File: src/rtl/bitserial_modadd_ctrl.sv
// Bit-serial (a + b) mod Q built around one full-adder cell, LSB first.
// The ADD phase forms a W+1 bit sum; the SUB phase forms sum - Q; the SUB carry-out picks the result.
module bitserial_modadd_ctrl #(
  parameter int W = 12,
  parameter int Q = 3329
) (
  input  logic         clk,
  input  logic         rst_n,
  input  logic         in_valid,
  output logic         in_ready,
  input  logic [W-1:0] in_a,
  input  logic [W-1:0] in_b,
  output logic         out_valid,
  input  logic         out_ready,
  output logic [W-1:0] out_data,
  output logic         busy,
  output logic [1:0]   dbg_state
);

  // Handshake rule on both ports: a transfer happens on a rising edge where
  // valid and ready are both high; valid never waits on ready, and the result
  // holds steady in DONE until it is taken.

  typedef enum logic [1:0] {
    S_IDLE = 2'd0,
    S_ADD  = 2'd1,
    S_SUB  = 2'd2,
    S_DONE = 2'd3
  } state_t;

  localparam int             CW          = $clog2(W + 1);
  localparam logic [CW-1:0]  LP_ADD_LAST = CW'(W - 1);
  localparam logic [CW-1:0]  LP_SUB_LAST = CW'(W);
  localparam logic [CW-1:0]  LP_CNT_ONE  = CW'(1);
  localparam logic [W:0]     LP_QX       = (W + 1)'(Q);

  state_t        r_state;
  logic [CW-1:0] r_cnt;
  logic          r_carry;
  logic [W-1:0]  r_a;
  logic [W-1:0]  r_b;
  logic [W:0]    r_sum;
  logic [W-1:0]  r_diff;
  logic          r_in_ready;
  logic          r_out_valid;
  logic [W-1:0]  r_out_data;
  logic          r_busy;

  logic          w_x;
  logic          w_y;
  logic          w_s;
  logic          w_co;

  // Operand steering for the shared cell; SUB adds ~Q with carry-in 1.
  always_comb begin
    w_x = 1'b0;
    w_y = 1'b0;
    case (r_state)
      S_ADD: begin
        w_x = r_a[0];
        w_y = r_b[0];
      end
      S_SUB: begin
        w_x = r_sum[r_cnt];
        w_y = ~LP_QX[r_cnt];
      end
      default: begin
        w_x = 1'b0;
        w_y = 1'b0;
      end
    endcase
  end

  assign w_s  = w_x ^ w_y ^ r_carry;
  assign w_co = (w_x & w_y) | (r_carry & (w_x ^ w_y));

  always_ff @(posedge clk or negedge rst_n) begin
    if (!rst_n) begin
      r_state     <= S_IDLE;
      r_cnt       <= '0;
      r_carry     <= 1'b0;
      r_a         <= '0;
      r_b         <= '0;
      r_sum       <= '0;
      r_diff      <= '0;
      r_in_ready  <= 1'b1;
      r_out_valid <= 1'b0;
      r_out_data  <= '0;
      r_busy      <= 1'b0;
    end else begin
      case (r_state)
        S_IDLE: begin
          if (in_valid && r_in_ready) begin
            r_a        <= in_a;
            r_b        <= in_b;
            r_sum      <= '0;
            r_diff     <= '0;
            r_carry    <= 1'b0;
            r_cnt      <= '0;
            r_in_ready <= 1'b0;
            r_busy     <= 1'b1;
            r_state    <= S_ADD;
          end
        end

        S_ADD: begin
          r_sum[r_cnt] <= w_s;
          r_a          <= r_a >> 1;
          r_b          <= r_b >> 1;
          if (r_cnt == LP_ADD_LAST) begin
            r_sum[W] <= w_co;
            r_carry  <= 1'b1;
            r_cnt    <= '0;
            r_state  <= S_SUB;
          end else begin
            r_carry <= w_co;
            r_cnt   <= r_cnt + LP_CNT_ONE;
          end
        end

        S_SUB: begin
          r_carry <= w_co;
          if (r_cnt == LP_SUB_LAST) begin
            // Final carry set means sum >= Q, so the difference is the answer.
            r_out_data  <= w_co ? r_diff : r_sum[W-1:0];
            r_out_valid <= 1'b1;
            r_busy      <= 1'b0;
            r_cnt       <= '0;
            r_state     <= S_DONE;
          end else begin
            r_diff[r_cnt] <= w_s;
            r_cnt         <= r_cnt + LP_CNT_ONE;
          end
        end

        S_DONE: begin
          if (out_ready) begin
            r_out_valid <= 1'b0;
            r_in_ready  <= 1'b1;
            r_state     <= S_IDLE;
          end
        end

        default: begin
          r_state <= S_IDLE;
        end
      endcase
    end
  end

  assign in_ready  = r_in_ready;
  assign out_valid = r_out_valid;
  assign out_data  = r_out_data;
  assign busy      = r_busy;
  assign dbg_state = r_state;

endmodule

File: config.mk
export PLATFORM = sky130hd
export DESIGN_NAME = bitserial_modadd_ctrl
export DESIGN_NICKNAME = d
export VERILOG_FILES = /design/src/rtl/bitserial_modadd_ctrl.sv
export SDC_FILE = /design/constraint.sdc
export NUM_CORES = 1
export LEC_CHECK = 0
export BUFFER_PORTS_ARGS = -buffer_cell sky130_fd_sc_hd__buf_2
export CORE_ASPECT_RATIO = 0.8
export CORE_MARGIN = 1.5
export CORE_UTILIZATION = 28
export DETAILED_ROUTE_END_ITERATION = 10
export PLACE_DENSITY = 0.41
export SLEW_MARGIN = 20
export SYNTH_ARGS = -nofsm -noshare
export SYNTH_HDL_FRONTEND = slang
export SYNTH_SLANG_ARGS = --single-unit
File: constraint.sdc
create_clock -name clk -period 3.4 [get_ports clk]
set_input_delay 0.51 -clock clk [delete_from_list [all_inputs] [get_ports clk]]
set_output_delay 0.51 -clock clk [all_outputs]
set_load 0.05 [all_outputs]
==> summary.txt, run 1 <==
Status - finished, final reports clean
DR WL/cell - 14.8 microns
Worst-Margin Slew - 0.821 ns
Distinct cells, synth - 42
Setup WS pre-CTS - 0.400 ns
Buf/Inv on CP - 0
Register bit count reported by yosys - 71
Nets - 456
Die height - 106 microns
Post-synthesis net count - 418
Worst hold path type - primary input to async pin
Top delay family on crit path - compound AO/OA/AOI/OAI gates
Row count - 37
Vias in the first global route - 2838
Cts hold-fix bufs - 0
Worst-case clock buffer depth - 2
Clock Skew - 0.00508 ns
Vias per cell - 4.76
Peak Freq - 0.332 GHz
EDFF count, synth - 0
Top-area cell type share of the netlist area - 47.6%
Ant diodes - 0
Slew HR - 45.1%
Initial core utilization - 28.7%
FFs w/ async S/R, synth - 100%
Placed instance area - 0.00411 sq mm
Setup TNS - 0 ns
Postcts setup bufs - 0
Sequential-to-total area share from yosys stat - 48.3%
WP data required - 3.67 ns
Worst setup margin - 0.389 ns
Total gr overflow - 0
Fin crit period - 3.01 ns
Maximum VDD drop - 0.561 mV
Layout cells sized above 1 - 18.9%
Most common cell in the netlist - dfrtp_1
Yosys top cell by area - dfrtp_1
CTS sink cnt - 71
Post_cts resized - 0
Total routed wirelength - 8.89 mm
Slowest cell on the critical path - mux4_2
Setup Viol. Count Final - 0
Power per cell area - 778 mW/mm^2
Port Buffers - 44
Post-synth top flop - dfrtp_1
Fillers - 1337
# H-tree levels - 3
RSZ-0062 raised after global routing - no
Mapped Cells - 381
RePlAce Congestion - 0.777
Mapped Area - 0.00368 sq mm
Via count - 2850
Crit start category - register
Synth cell count leaders - dfrtp_1, o21ai_0, nand2_1
GRT Resource Usage Total - 13.8%
Post-route ant nets - 0
Avg Inst Size Synth - 9.66 sq um
Period utilisation layout - 88.6%
Warning count from the yosys run - 0
Leakage - 0.00188 uW
Fin. max-slew vios - 0
Initial antenna violation count - 0
Drt drc - 0
Die W - 131 microns
Critical path cell sequence - mux4_2, nor3b_1, o41ai_1, fa_1, nand4_1, o21ai_0, a22o_1
Clock Latency Late Sink - 0.33 ns
Area Overhead vs Synth - 19.0%
DR pass1 iterations - 4
Total CTS buffers - 9
Final hold vios - 0
Worst path max stage delay - 0.56 ns
CTS root buffer - clkbuf_16
Critical Path Fanout Max - 12
Core Area - 0.0128 sq mm
Finished Cell Area - 0.00438 sq mm
Dpl hpwl - 6.24 mm
First-pass GRT wire length - 15.0 mm
CP arrival - 3.28 ns
Die area - 0.0139 sq mm
Dominant cells by area after synthesis - dfrtp_1, mux2i_1, o21ai_0
Largest net degree at the start of global routing - 35
Endpoint type of the worst setup path - register
Fin util - 34.2%
IO Count - 45
Reg clk slew, reported paths - 0.06 ns
Max-cap violations - 0
Critical setup path kind - register to register
Detailed Route Iter0 Violations - 98
TritonCTS clock tree - yes
Total power draw - 3410 uW
-- sequential cells by signal (all words and copies together), names as in the netlist --
signal / count
r_carry: 1
busy: 1
r_cnt: 4
dbg_state: 2
r_b: 12
out_valid: 1
in_ready: 1
r_diff: 12
out_data: 12
r_a: 12
r_sum: 13
-- through the flow --
step           hold WS, ns  cells
4_1_cts              0.109    599
6_report             0.101    599
2_1_floorplan        0.214    381
3_5_place_dp         0.467    583
5_1_grt              0.123    599
3_3_place_gp         0.460    583
-- layer usage --
layer | share of wire (%) | up-vias | track usage (%)
met3 | 3.5 | 6 | 3.27
met4 | 0.62 | 0 | 4.57
met1 | 54 | 1354 | 20.1
li1 | - | 1439 | -
met5 | 0 | - | 0
met2 | 42 | 51 | 20.0
-- path summary, 6_finish.rpt --
check                                   startpoint                 endpoint  slack (ns)  cells after the start
max reg2reg                   r_cnt[0]$_DFFE_PN0P_    r_diff[4]$_DFFE_PN0P_        0.39                      7
min reg2reg                out_data[8]$_DFFE_PN0P_  out_data[8]$_DFFE_PN0P_        0.47                      2
max in group asynchronous                    rst_n       r_b[3]$_DFFE_PN0P_        2.67                      2
min                                          rst_n  out_data[7]$_DFFE_PN0P_        0.10                      1
min in group clk                           in_a[5]       r_a[5]$_DFFE_PN0P_        0.46                      3
max                           r_cnt[0]$_DFFE_PN0P_    r_diff[4]$_DFFE_PN0P_        0.39                      7
-- power by group --
group / switching, uW / internal (uW) / leakage (uW) / total (uW)
logic: 868 / 476 / 0.000856 / 1340
clock network: 357 / 513 / 0.000140 / 870
registers: 149 / 1040 / 0.000883 / 1190
-- layout make-up --
type / count / area [sq um] / share of cell area, %
Tap cell: 175 / 219 / 5.00
Inverter: 21 / 78.8 / 1.80
Sequential cell: 71 / 1780 / 40.6
Timing Repair Buffer: 53 / 300 / 6.85
Clock inverter: 5 / 32.5 / 0.742
Clock buffer: 11 / 243 / 5.54
Multi-Input combinational cell: 263 / 1730 / 39.5
-- layout by cell type (no fill, tap or decap), types with 2 or more instances in the layout --
cell / Yosys / routed
a21oi_1: 19 / 18
a22o_1: 14 / 14
a22oi_1: 2 / 2
and4_1: 2 / 2
buf_2: 5 / 44
buf_4: 1 / 8
clkbuf_16: 0 / 9
clkinv_2: 0 / 3
dfrtp_1: 70 / 70
ha_1: 8 / 7
inv_1: 21 / 21
mux2i_1: 38 / 38
mux4_2: 2 / 2
nand2_1: 57 / 57
nand3_1: 7 / 7
nand3b_1: 8 / 8
nand4_1: 2 / 2
nor2_1: 3 / 3
nor3_1: 4 / 4
o21ai_0: 63 / 63
o22ai_1: 11 / 11
or3b_2: 4 / 4
-- kinds of logic (layout without fill, tap and decap cells) --
group                    after synthesis  after routing  synth area share [%]
AO/OA/AOI/OAI                        115            115                  18.2
AND/OR/NAND/NOR                       97             97                  13.1
flip-flops                            71             71                  48.3
buffers and inverters                 47             90                  5.06
multiplexers                          41             41                  11.9
adder cells (fa/ha/maj)                9              9                  3.26
XOR/XNOR                               1              1                 0.238
No activity file was read; power rests on OpenSTA's default activity.
==> run 2: changes to the inputs <==
--- a/config.mk
+++ b/config.mk
@@ -6,11 +6,15 @@
 export NUM_CORES = 1
 export LEC_CHECK = 0
 export BUFFER_PORTS_ARGS = -buffer_cell sky130_fd_sc_hd__buf_2
+export CELL_PAD_IN_SITES_DETAIL_PLACEMENT = 0
+export CELL_PAD_IN_SITES_GLOBAL_PLACEMENT = 2
 export CORE_ASPECT_RATIO = 0.8
 export CORE_MARGIN = 1.5
 export CORE_UTILIZATION = 28
+export CTS_BUF_LIST = sky130_fd_sc_hd__clkbuf_4
 export DETAILED_ROUTE_END_ITERATION = 10
-export PLACE_DENSITY = 0.41
+export PLACE_DENSITY = 0.6
+export SKIP_CTS_REPAIR_TIMING = 1
 export SLEW_MARGIN = 20
 export SYNTH_ARGS = -nofsm -noshare
 export SYNTH_HDL_FRONTEND = slang
==> run 2 against run 1 <==
  * Combinational power barely moved
  * Highest routed layer unchanged
  * Clock skew rose by 0.015 ns
  * Sequential cell count did not move
  * Critical path depth did not move
  * Largest cell class unchanged
  * Fmax fell by 1.7%
  * Routed wire length rose by 5.2%
  * Sequential share of layout area rose by 1.2 points
  * Via count fell by 1.6%
==> summary.txt, run 2 (same netlist as run 1, synthesis figures left out) <==
Status - finished, final reports clean
Clock Latency Late Sink - 0.43 ns (+0.10 ns)
CP startpoint - r_cnt[0]$_DFFE_PN0P_
Nets - 459 (+0.66%)
Commonest cells after routing, fill and taps aside - dfrtp_1, o21ai_0, nand2_1
Max reg flops - 13 (unchanged)
Most common cell after layout, fill and taps aside - dfrtp_1
Via count - 2804 (-1.6%)
Drt drc - 0 (unchanged)
Fin crit period - 3.06 ns (+0.0525 ns)
# H-tree levels - 3 (unchanged)
Period utilisation layout - 90.1% (+1.5 points)
Initial core utilization - 28.7% (unchanged)
DR WL/cell - 15.6 microns (+4.8%)
Reg-to-Reg End - r_diff[11]$_DFFE_PN0P_
Worst hold path type - primary input to async pin
Finished Cell Area - 0.00426 sq mm (-2.8%)
Largest net degree at the start of global routing - 72 (+110%)
Slew HR - 62.2% (+17 points)
Int Pwr - 1750 uW (-14%)
Worst-case clock buffer depth - 2 (unchanged)
Area Overhead vs Synth - 15.7%
Power per cell area - 726 mW/mm^2 (-6.7%)
GRT Resource Usage Total - 14.9% (+1.0 points)
WP data required - 3.76 ns (+0.09 ns)
Non-Filler Instances - 601 (+0.33%)
Port Buffers - 44 (unchanged)
Dpl hpwl - 6.57 mm (+5.3%)
Final hold vios - 0 (unchanged)
Fin. max-slew vios - 0 (unchanged)
Hold WS - 0.0909 ns (-0.0104 ns)
Layout cells sized above 1 - 19.2% (+0.38 points)
RePlAce Congestion - 0.768 (-1.1%)
Total CTS buffers - 9 (unchanged)
Leakage - 0.00183 uW (-2.7%)
Clock group share of total power - 17.2% (-8.3 points)
Worst-Margin Slew - 0.565 ns (-0.256 ns)
RSZ-0062 raised after global routing - no
Total routed wirelength - 9.35 mm (+5.2%)
Max-cap violations - 0 (unchanged)
Switching share of power - 43.4% (+3.1 points)
Post-route ant nets - 0 (unchanged)
Die area - 0.0139 sq mm (unchanged)
Placed instance area - 0.00413 sq mm (+0.55%)
Placed Cells - 586 (+0.51%)
Total gr overflow - 0 (unchanged)
Die height - 106 microns (unchanged)
Vias in the first global route - 2963 (+4.4%)
Endpoint type of the worst setup path - register
Clock Skew - 0.0202 ns (+0.0151 ns)
Detailed Route Iter0 Violations - 129 (+32%)
Internal reg-to-reg setup slack - 0.34 ns (-0.05 ns)
CP arrival - 3.43 ns (+0.15 ns)
Ant diodes - 0 (unchanged)
Vias per cell - 4.67 (-1.9%)
Comb power frac - 44.3% (+4.9 points)
Initial antenna violation count - 0 (unchanged)
Setup TNS - 0 ns (unchanged)
Die W - 131 microns (unchanged)
First-pass GRT wire length - 16.1 mm (+7.6%)
Maximum VDD drop - 0.423 mV (-25%)
Reg-to-reg startpoint - r_cnt[0]$_DFFE_PN0P_
Fin util - 33.2% (-0.97 points)
CTS root buffer - clkbuf_4
Net switching power - 1340 uW (-2.4%)
Biggest register - r_sum
TritonCTS clock tree - yes
Critical Path Fanout Max - 12 (unchanged)
Sequential power share - 38.5% (+3.5 points)
CTS sink cnt - 71 (unchanged)
DR pass1 iterations - 4 (unchanged)
Peak Freq - 0.326 GHz (-1.7%)
IO Count - 45 (unchanged)
Setup Viol. Count Final - 0 (unchanged)
Critical setup path kind - register to register
Crit start category - register
FF-to-FF path depth - 7 (unchanged)
Core Area - 0.0128 sq mm (unchanged)
Row count - 37 (unchanged)
Reg clk slew, reported paths - 0.13 ns (+0.07 ns)
==> run 2: per-layer routing <==
layer	vias to the layer above	track usage [%]	share of wire, %
met4	0	4.09	1.0
li1	1439	-	-
met2	44	21.8	42
met1	1313	21.7	54
met5	-	0	0
met3	8	3.56	3.0
==> run 2: worst max-delay path: stages (launching register included) <==
cell and delay [ns]:
dfrtp_1 0.56, mux4_2 0.55, nor3b_1 0.24, o41ai_1 0.15, fa_1 0.56, nand4_1 0.45, o21ai_0 0.35, a22o_1 0.16
==> run 2: worst max-delay path by stage <==
| stage | to | slack [ns] | depth (start not counted) |
|---|---|---|---|
| floorplan | r_diff[2]$_DFFE_PN0P_ | 0.44 | 11 |
| global placement | r_diff[9]$_DFFE_PN0P_ | 0.50 | 7 |
| detailed placement | r_diff[9]$_DFFE_PN0P_ | 0.34 | 7 |
| CTS | r_diff[11]$_DFFE_PN0P_ | 0.31 | 7 |
| global route | r_diff[3]$_DFFE_PN0P_ | 0.13 | 7 |
| finish | r_diff[11]$_DFFE_PN0P_ | 0.34 | 7 |
==> run 2: area by class of cell <==
| class | instances | area (sq um) |
|---|---|---|
| fill | 1359 | 8560 |
| sequential | 71 | 1780 |
| multi-input combinational | 263 | 1730 |
| timing repair buffer | 56 | 323 |
| tap | 175 | 219 |
| inverter | 21 | 78.8 |
| clock buffer | 9 | 67.6 |
| clock inverter | 6 | 61.3 |
==> run 2: metrics by stage <==
step | worst slack [ns] | total power [uW]
global placement | 0.501 | 2590
finish | 0.337 | 3090
global route | 0.130 | 3390
CTS | 0.308 | 3160
floorplan | 0.435 | 2180
detailed placement | 0.336 | 2600
==> run 2: power groups by stage <==
stage	Clock (uW)	Combinational, uW	Sequential, uW
2_1_floorplan	0	951	1230
3_3_place_gp	0	1390	1200
3_5_place_dp	0	1400	1210
4_1_cts	567	1400	1190
5_1_grt	594	1570	1220
6_report	532	1370	1190
==> run 3: changes to the inputs <==
--- a/config.mk
+++ b/config.mk
@@ -5,7 +5,9 @@
 export SDC_FILE = /design/constraint.sdc
 export NUM_CORES = 1
 export LEC_CHECK = 0
+export ABC_AREA = 1
 export BUFFER_PORTS_ARGS = -buffer_cell sky130_fd_sc_hd__buf_2
+export CAP_MARGIN = 0
 export CELL_PAD_IN_SITES_DETAIL_PLACEMENT = 0
 export CELL_PAD_IN_SITES_GLOBAL_PLACEMENT = 2
 export CORE_ASPECT_RATIO = 0.8
@@ -13,7 +15,7 @@
 export CORE_UTILIZATION = 28
 export CTS_BUF_LIST = sky130_fd_sc_hd__clkbuf_4
 export DETAILED_ROUTE_END_ITERATION = 10
-export PLACE_DENSITY = 0.6
+export PLACE_DENSITY = 0.64
 export SKIP_CTS_REPAIR_TIMING = 1
 export SLEW_MARGIN = 20
 export SYNTH_ARGS = -nofsm -noshare
==> run 3 against run 2 <==
  * Die area is 0.76% higher
  * Synthesized area is 0.78% higher
  * Synthesized cell count is 22% higher
  * Count of clock-buffer cells in the layout is 2 higher
  * Setup slack better by 0.14 ns
  * Critical path depth is 6 higher
  * Core utilization is 0.73 points lower
  * Clock power is 13% lower
  * Critical path type unchanged
==> summary.txt, run 3 <==
Layout cells sized above 1 - 17.3% (-2.0 points)
DR pass1 iterations - 4 (unchanged)
Grt met1 use - 23.3% (+1.6 points)
Vias per cell - 4.77 (+2.2%)
Setup TNS - 0 ns (unchanged)
Simple-gate portion of the synthesized area - 22.2% (+9.1 points)
Distinct cells, synth - 31 (-26%)
Most common cell after layout, fill and taps aside - nand2_1
Via count - 3266 (+16%)
Leakage - 0.00194 uW (+6.4%)
Initial antenna violation count - 0 (unchanged)
RePlAce Congestion - 0.848 (+10%)
Critical setup path kind - register to register
Slew HR - 35.7% (-27 points)
Grt peak-use layer - met1
Endpoint type of the worst setup path - register
DR WL/cell - 14.9 microns (-4.2%)
Mapped Area - 0.00371 sq mm (+0.78%)
CP arrival - 3.25 ns (-0.18 ns)
FF+latch area - 0.00178 sq mm (unchanged)
Total routed wirelength - 10.2 mm (+9.2%)
Fin crit period - 2.92 ns (-0.143 ns)
Total gr overflow - 0 (unchanged)
Initial core utilization - 28.7% (about the same)
Row count - 37 (unchanged)
Worst hold path type - primary input to async pin
M2 GR Usage - 22.6% (+0.83 points)
Worst path max stage delay - 0.51 ns (-0.05 ns)
Maximum VDD drop - 0.435 mV (+2.8%)
Nets - 542 (+18%)
Peak Freq - 0.342 GHz (+4.9%)
Mux cell area share after synthesis - 0% (-12 points)
Sequential-to-total area share from yosys stat - 47.9% (-0.37 points)
Period utilisation layout - 85.9% (-4.2 points)
Area Overhead vs Synth - 13.0%
Top delay family on crit path - adder cells
GRT Resource Usage Total - 15.6% (+0.77 points)
Worst-case clock buffer depth - 2 (unchanged)
Multi-input gate area - 0.00165 sq mm (-4.6%)
CTS root buffer - clkbuf_4
Xor/xnor share of the synthesized area - 0.236% (-0.0018 points)
FFs w/ async S/R, synth - 100% (unchanged)
Internal reg-to-reg setup slack - 0.48 ns (+0.14 ns)
CTS sink cnt - 71 (unchanged)
Detailed Route Iter0 Violations - 176 (+36%)
Die area - 0.0140 sq mm (+0.76%)
Commonest cells after routing, fill and taps aside - nand2_1, dfrtp_1, nor2_1
Post-Synth Adder-Cell Area - 3.24% (-0.025 points)
Post-route ant nets - 0 (unchanged)
First-pass GRT wire length - 16.9 mm (+4.8%)
Largest net degree at the start of global routing - 72 (unchanged)
Reg clk slew, reported paths - 0.12 ns (about the same)
Ant diodes - 0 (unchanged)
Clock Skew - 0.0187 ns (-0.00150 ns)
Total CTS buffers - 9 (unchanged)
Post-synth top flop - dfrtp_1
WP data required - 3.73 ns (-0.03 ns)
FF-to-FF path depth - 13 (+6)
Yosys top cell by area - dfrtp_1
Max-cap violations - 0 (unchanged)
Top-area cell type share of the netlist area - 47.2% (-0.37 points)
GRT met3 Usage - 3.43% (-0.13 points)
IO Count - 45 (unchanged)
Final hold vios - 0 (unchanged)
Worst-Margin Slew - 0.963 ns (+0.398 ns)
Most common cell in the netlist - nand2_1
Critical Path Fanout Max - 12 (unchanged)
Dpl hpwl - 7.05 mm (+7.3%)
# H-tree levels - 3 (unchanged)
Max reg flops - 13 (unchanged)
Critical path cell sequence - inv_1, ha_1, inv_1, nor2_1, nor2_1, o21ai_0, a21oi_1, fa_1, clkinv_1, buf_4, o21ai_0, o211ai_1, a31oi_1
Register bit count reported by yosys - 71 (unchanged)
RSZ-0062 raised after global routing - no
Buf/Inv on CP - 4 (+4)
EDFF count, synth - 0 (unchanged)
Reg-to-Reg End - r_sum[12]$_DFFE_PN0P_
Clock Latency Late Sink - 0.42 ns (about the same)
Die height - 106 microns (+0.38%)
Slowest cell on the critical path - fa_1
Drt drc - 0 (unchanged)
Dominant cells by area after synthesis - dfrtp_1, nand2_1, a31oi_1
Setup Viol. Count Final - 0 (unchanged)
Fin. max-slew vios - 0 (unchanged)
Worst path depth - 13 (+6)
Power per cell area - 819 mW/mm^2 (+13%)
Die W - 132 microns (+0.38%)
Synth cell count leaders - nand2_1, dfrtp_1, nor2_1
Post-synthesis net count - 501 (+20%)
Crit start category - register
Compound-Gate Fraction of Synth Area - 18.8% (+0.63 points)
Mapped Cells - 464 (+22%)
Reg-to-reg startpoint - r_cnt[1]$_DFFE_PN0P_
TritonCTS clock tree - yes
Status - finished, final reports clean
Avg Inst Size Synth - 8.00 sq um (-17%)
Largest family of logic cells by synthesized area - simple AND/OR/NAND/NOR gates
Port Buffers - 44 (unchanged)
Biggest register - r_sum
Fillers - 1418 (+4.3%)
Warning count from the yosys run - 0 (unchanged)
Hold WS - 0.190 ns (+0.0987 ns)
Vias in the first global route - 3157 (+6.5%)
Core Area - 0.0129 sq mm (+0.72%)
## run 3: how the worst max path moves through the flow
stage	start	to	slack, ns
global placement	r_cnt[1]$_DFFE_PN0P_	r_sum[12]$_DFFE_PN0P_	0.67
CTS	r_cnt[1]$_DFFE_PN0P_	r_sum[12]$_DFFE_PN0P_	0.49
global route	r_cnt[1]$_DFFE_PN0P_	r_sum[12]$_DFFE_PN0P_	0.25
floorplan	dbg_state[1]$_DFFE_PN0P_	r_diff[10]$_DFFE_PN0P_	0.53
detailed placement	r_cnt[1]$_DFFE_PN0P_	r_sum[12]$_DFFE_PN0P_	0.53
finish	r_cnt[1]$_DFFE_PN0P_	r_sum[12]$_DFFE_PN0P_	0.48
## run 3: kinds of logic (layout without fill, tap and decap cells)
| group | count (synthesis) | after routing |
|---|---|---|
| adder cells (fa/ha/maj) | 9 | 9 |
| buffers and inverters | 61 | 107 |
| AND/OR/NAND/NOR | 203 | 203 |
| flip-flops | 71 | 71 |
| XOR/XNOR | 1 | 1 |
| AO/OA/AOI/OAI | 119 | 119 |
## run 3: worst register-to-register path, delay by kind of cell, from the launching register on
| family | cells | cell delay [ns] |
|---|---|---|
| AO/OA/AOI/OAI | 5 | 0.61 |
| buffers and inverters | 4 | 0.70 |
| flip-flops | 1 | 0.49 |
| AND/OR/NAND/NOR | 2 | 0.28 |
| adder cells (fa/ha/maj) | 2 | 0.75 |
## run 3: through the flow
stage	util [%]	worst slack (ns)	cells	instance area (sq um)	power, uW
6_report	32.5	0.480	685	4200	3440
5_1_grt	32.5	0.251	685	4200	3770
4_1_cts	32.5	0.488	685	4200	3490
3_5_place_dp	31.6	0.531	669	4090	3010
3_3_place_gp	31.6	0.673	669	4090	3000
2_1_floorplan	-	0.534	464	3710	2550
## run 3: cell type report
cell class                      instances  area share [%]
Clock inverter                          5           0.596
Clock buffer                           11            1.97
Inverter                               37            3.37
Sequential cell                        71            42.4
Tap cell                              175            5.22
Timing Repair Buffer                   54            7.10
Multi-Input combinational cell        332            39.4
## run 3: report_power, final
group / internal, uW / leakage [uW] / switching, uW / total [uW]
sequential: 1070 / 0.000915 / 137 / 1210
combinational: 506 / 0.000968 / 1260 / 1760
clock: 160 / 0.0000617 / 301 / 461
## run 3: layer usage
| layer | share of wire [%] | vias to the layer above |
|---|---|---|
| li1 | - | 1633 |
| met1 | 53 | 1561 |
| met2 | 41 | 64 |
| met3 | 4.5 | 8 |
| met4 | 1.0 | 0 |
| met5 | 0 | - |
